## config.mk

```make
export PLATFORM = sky130hd
export DESIGN_NAME = regfile_wb_arbiter
export DESIGN_NICKNAME = d
export VERILOG_FILES = /design/src/rtl/regfile_wb_arbiter.sv
export SDC_FILE = /design/constraint.sdc
export NUM_CORES = 1
export LEC_CHECK = 0
export CAP_MARGIN = 20
export CORE_MARGIN = 1
export CORE_UTILIZATION = 40
export CTS_BUF_LIST = sky130_fd_sc_hd__clkbuf_16
export CTS_CLUSTER_DIAMETER = 50
export DETAILED_ROUTE_END_ITERATION = 6
export GPL_TIMING_DRIVEN = 0
export PLACE_DENSITY = 0.78
export SKIP_CTS_REPAIR_TIMING = 1
export SYNTH_ARGS = -nofsm -noshare
export SYNTH_HDL_FRONTEND = slang
export SYNTH_SLANG_ARGS = --single-unit
```

## constraint.sdc

```tcl
create_clock -name clk -period 5 [get_ports clk]
set_clock_uncertainty 0.05 [all_clocks]
set_input_delay 1.5 -clock clk [delete_from_list [all_inputs] [get_ports clk]]
set_output_delay 1.5 -clock clk [all_outputs]
set_load 0.02 [all_outputs]
```

## src/rtl/regfile_wb_arbiter.sv

```systemverilog
// Merges ALU writeback (absolute priority) and buffered MDU results onto the single register-file write port.
// Port outputs are registered one cycle after selection; MDU is held off via mdu_ready while its FIFO is full.

module fifo #(
  parameter int WIDTH = 8,
  parameter int DEPTH = 2
) (
  input  logic             clk,
  input  logic             rst,
  input  logic             i_push,
  input  logic [WIDTH-1:0] i_dat,
  input  logic             i_pop,
  output logic [WIDTH-1:0] o_dat,
  output logic             o_full,
  output logic             o_empty
);
  localparam int PW = (DEPTH > 1) ? $clog2(DEPTH) : 1;

  logic [WIDTH-1:0] r_mem [DEPTH];
  logic [PW-1:0]    r_wr_ptr;
  logic [PW-1:0]    r_rd_ptr;
  logic [PW:0]      r_count;

  // Pointers wrap naturally because DEPTH is a power of two; the count
  // carries the extra bit that tells full from empty.
  always_ff @(posedge clk) begin
    if (rst) begin
      r_wr_ptr <= '0;
      r_rd_ptr <= '0;
      r_count  <= '0;
    end else begin
      if (i_push) r_wr_ptr <= r_wr_ptr + 1'b1;
      if (i_pop)  r_rd_ptr <= r_rd_ptr + 1'b1;
      r_count <= r_count + {{PW{1'b0}}, i_push} - {{PW{1'b0}}, i_pop};
    end
  end

  always_ff @(posedge clk) begin
    if (i_push) r_mem[r_wr_ptr] <= i_dat;
  end

  assign o_dat   = r_mem[r_rd_ptr];
  assign o_full  = (r_count == (PW+1)'(DEPTH));
  assign o_empty = (r_count == '0);
endmodule

module regfile_wb_arbiter #(
  parameter int ADDRESS_WIDTH = 5,
  parameter int DATA_WIDTH    = 32,
  parameter int FIFO_DEPTH    = 2
) (
  input  logic                        clk,
  input  logic                        rst,
  input  logic                        alu_we,
  input  logic [ADDRESS_WIDTH-1:0]    alu_rd,
  input  logic [DATA_WIDTH-1:0]       alu_wd,
  input  logic                        mdu_issue,
  input  logic [ADDRESS_WIDTH-1:0]    mdu_issue_rd,
  input  logic                        mdu_valid,
  output logic                        mdu_ready,
  input  logic [ADDRESS_WIDTH-1:0]    mdu_rd,
  input  logic [DATA_WIDTH-1:0]       mdu_wd,
  output logic                        WE3,
  output logic [ADDRESS_WIDTH-1:0]    AD3,
  output logic [DATA_WIDTH-1:0]       WD3,
  output logic [2**ADDRESS_WIDTH-1:0] busy
);
  localparam int NREG = 2**ADDRESS_WIDTH;

  typedef struct packed {
    logic [ADDRESS_WIDTH-1:0] rd;
    logic [DATA_WIDTH-1:0]    wd;
  } wb_t;

  wb_t w_mdu_dat;
  wb_t w_head_dat;
  logic w_fifo_full;
  logic w_fifo_empty;
  logic w_xfer;
  logic w_pop;
  logic w_push;
  logic w_bypass;
  logic w_load;
  logic w_mdu_sel;
  logic [ADDRESS_WIDTH-1:0] w_sel_rd;
  logic [DATA_WIDTH-1:0]    w_sel_wd;
  logic [NREG-1:0]          w_busy_nxt;

  logic                     r_we3;
  logic [ADDRESS_WIDTH-1:0] r_ad3;
  logic [DATA_WIDTH-1:0]    r_wd3;
  logic [NREG-1:0]          r_busy;

  assign w_mdu_dat = '{rd: mdu_rd, wd: mdu_wd};
  assign mdu_ready = !w_fifo_full;
  assign w_xfer    = mdu_valid && mdu_ready;

  always_comb begin
    w_load    = 1'b0;
    w_pop     = 1'b0;
    w_bypass  = 1'b0;
    w_mdu_sel = 1'b0;
    w_sel_rd  = r_ad3;
    w_sel_wd  = r_wd3;
    if (alu_we) begin
      w_load   = 1'b1;
      w_sel_rd = alu_rd;
      w_sel_wd = alu_wd;
    end else if (!w_fifo_empty) begin
      w_load    = 1'b1;
      w_pop     = 1'b1;
      w_mdu_sel = 1'b1;
      w_sel_rd  = w_head_dat.rd;
      w_sel_wd  = w_head_dat.wd;
    end else if (w_xfer) begin
      w_load    = 1'b1;
      w_bypass  = 1'b1;
      w_mdu_sel = 1'b1;
      w_sel_rd  = mdu_rd;
      w_sel_wd  = mdu_wd;
    end
  end

  assign w_push = w_xfer && !w_bypass;

  fifo #(
    .WIDTH ($bits(wb_t)),
    .DEPTH (FIFO_DEPTH)
  ) u_mdu_fifo (
    .clk     (clk),
    .rst     (rst),
    .i_push  (w_push),
    .i_dat   (w_mdu_dat),
    .i_pop   (w_pop),
    .o_dat   (w_head_dat),
    .o_full  (w_fifo_full),
    .o_empty (w_fifo_empty)
  );

  // Issue is applied after clear so a same-cycle re-issue keeps the bit set.
  always_comb begin
    w_busy_nxt = r_busy;
    if (w_mdu_sel) w_busy_nxt[w_sel_rd] = 1'b0;
    if (mdu_issue) w_busy_nxt[mdu_issue_rd] = 1'b1;
    w_busy_nxt[0] = 1'b0;
  end

  always_ff @(posedge clk) begin
    if (rst) begin
      r_we3  <= 1'b0;
      r_ad3  <= '0;
      r_wd3  <= '0;
      r_busy <= '0;
    end else begin
      r_we3  <= w_load && (w_sel_rd != '0);
      r_ad3  <= w_sel_rd;
      r_wd3  <= w_sel_wd;
      r_busy <= w_busy_nxt;
    end
  end

  assign WE3  = r_we3;
  assign AD3  = r_ad3;
  assign WD3  = r_wd3;
  assign busy = r_busy;
endmodule

```

==> flow_summary.yaml <==
outcome:
  status: "complete, no violations"
cells_and_area:
  post-route-cell-area_um2: 8920
  finalNonFillerCells: 1000
  areaGrowthSynthToFinish_pct: 37.8
  finish.utilization_pct: 56.4
  fill_cells: 1370
  nets: 857
  num_antenna_cells: 0
  drive_gt1_share_pct: 8.55
floorplanning:
  fp.dieW_um: 129
  num_rows: 46
  die-area_um2: 16700
  start_util_pct: 40.9
  core_um2: 15800
  die_y_um: 129
  ioPinCount: 155
critical_path:
  arrival_ps: 4070
  crit_required_ps: 5250
  worst-r2r-setup-slack_ps: 2580
  worst-path-max-fanout: 10
  end_kind: "flop"
  startpoint_type: "input port"
  critical_path_class: "input port to flop"
route:
  dr_total_vias: 5536
  ant_nets: 0
  drt_first_pass_iters: 5
  totalWireLength_um: 18200
  wire_per_inst_um: 18.2
  first_iter_violations: 507
  route.detailed.drc: 0
  via_per_inst: 5.54
sta:
  fmax_mhz: 261
  setup_viol: 0
  fin_crit_sh_pct: 76.5
  tightest_slew_ps: 876
  slew_viol_final: 0
  relSlewSlack_pct: 41.0
  finalWorstPathRequiredPeriod_ps: 3830
  hold_viol: 0
  fin_tns_setup_ps: 0
  rsz0062_at_grt: "no"
synth:
  ys_seq_area_share_pct: 57.2
  synth_edf_count: 74
  synth_most_common_cell: "nor2_1"
  ys.flop_type: "edfxtp_1"
  synth_nets: 684
  ys_types: 40
  ys_async_sr_fraction_pct: 0
  syn_avg_cell_area_um2: 10.8
  yosys_warnings: 0
  synth_area_leader_cell: "edfxtp_1"
  synth-seq-cells: 148
  synth_top_area_share_pct: 34.3
  synth_common_cells: "104 x nor2_1, 99 x a211oi_1, 74 x dfxtp_1, 74 x edfxtp_1, 40 x mux2i_1"
  synth.area.top_cells: "edfxtp_1 34%, dfxtp_1 23%, a211oi_1 11%"
  synth_cells: 598
  syn_area_um2: 6480
clock_network:
  clk_path_buf_depth: 2
  cts_tree: "yes"
  clk_pin_slew_worst_paths_ps: 60
  clock_sinks: 148
  cts-root-buf: "clkbuf_16"
  htreeDepth: 4
  insertion_delay_ps: 420
  cts_buffers: 17
place:
  io_buffer_count: 152
  gp_congestion: 0.885
  dpl.hpwl_um: 12800
  dpl-instance-area_um2: 8340
  place_inst: 968
global_routing:
  grt_usage_pct: 22.7
  grt_pass1_wl_um: 28300
  grt-ovfl-total: 0
  grt_pass1_vias: 5410
  grt_max_degree: 21
  antenna_found_initial: 0
pwr:
  p_per_area_nw_per_um2: 450
  totalPowerFinal_mw: 4.02
  p_leak_nw: 2.94
  vdd_drop_max_v: 0.000303
flow_run:
  maxCapViolCount: 0
min_path:
  hold_class: "flop to flop"
[sequential cells by signal (all words and copies together), names as in the netlist, named ones only]
name                 flops
u_mdu_fifo.r_count       2
u_mdu_fifo.r_mem        74
AD3                      5
busy                    31
u_mdu_fifo.r_rd_ptr      1
WE3                      1
WD3                     32
u_mdu_fifo.r_wr_ptr      1
[cell type report]
class	count	area, um^2	share of cell area, %
buffer	54	260	2.92
clock buffer	18	450	5.05
clock inverter	14	135	1.51
inverter	3	11.3	0.126
multi-input combinational	393	2520	28.2
sequential	148	3700	41.5
tap	216	270	3.03
timing repair buffer	154	1580	17.7
[report_power, final]
part | internal, mW | total (mW) | switching (mW)
clock network | 0.758 | 1.27 | 0.509
logic | 0.505 | 1.26 | 0.754
registers | 1.43 | 1.49 | 0.0559
[stage by stage]
| stage | setup slack, ps | hold slack, ps |
|---|---|---|
| after floorplan | 889 | 422 |
| after global placement | -892 | 431 |
| after detailed placement | 757 | 440 |
| after CTS | 1200 | 449 |
| after global routing | 893 | 471 |
| final | 1170 | 447 |
[path summary, 6_finish.rpt]
kind / start / end / cells past startpoint
max reg2reg: u_mdu_fifo.r_count[1]$_SDFF_PP0_ / u_mdu_fifo.r_count[1]$_SDFF_PP0_ / 9
min reg2reg: busy[21]$_SDFF_PP0_ / busy[21]$_SDFF_PP0_ / 2
max: alu_we / u_mdu_fifo.r_count[1]$_SDFF_PP0_ / 10
min: busy[21]$_SDFF_PP0_ / busy[21]$_SDFF_PP0_ / 2
[logic make-up after synthesis]
logic type / synth area share [%]
compound gates: 16.0
xor+xnor: 0.541
fa+ha+maj: 0.386
buf+inv: 4.19
flops: 57.2
mux: 6.53
other cells: 0.0579
simple gates: 15.1
[layer usage]
metal  vias to the layer above  wire length [um]  track usage [%]
li1                       2642                 -                -
met1                      2644              7960             28.9
met2                       210              8670             37.2
met3                        40              1060             5.49
met4                         0               489             8.86
met5                         -                 0                0
[cell usage in the layout, fill, tap and decap left out, types with 5 or more instances in the layout]
cell             count
mux2i_1             40
clkdlybuf4s50_1    152
buf_2               16
nor4_1              31
edfxtp_1            74
nor2_1             102
a211oi_1            99
dfxtp_1             74
clkbuf_1            30
a21oi_1             33
clkbuf_16           18
nand2b_1             5
nand2_1              5
nor3_1              33
[worst max-delay path, cell delays in order]
cell and delay, ps:
clkdlybuf4s50_1 470, clkbuf_1 270, nor2b_1 200, o21ai_0 690, ha_1 370, inv_1 50, ha_1 140, xor2_1 180
xnor2_1 150, nor2_1 60
Note: power is estimated with default switching activity, not from simulation.
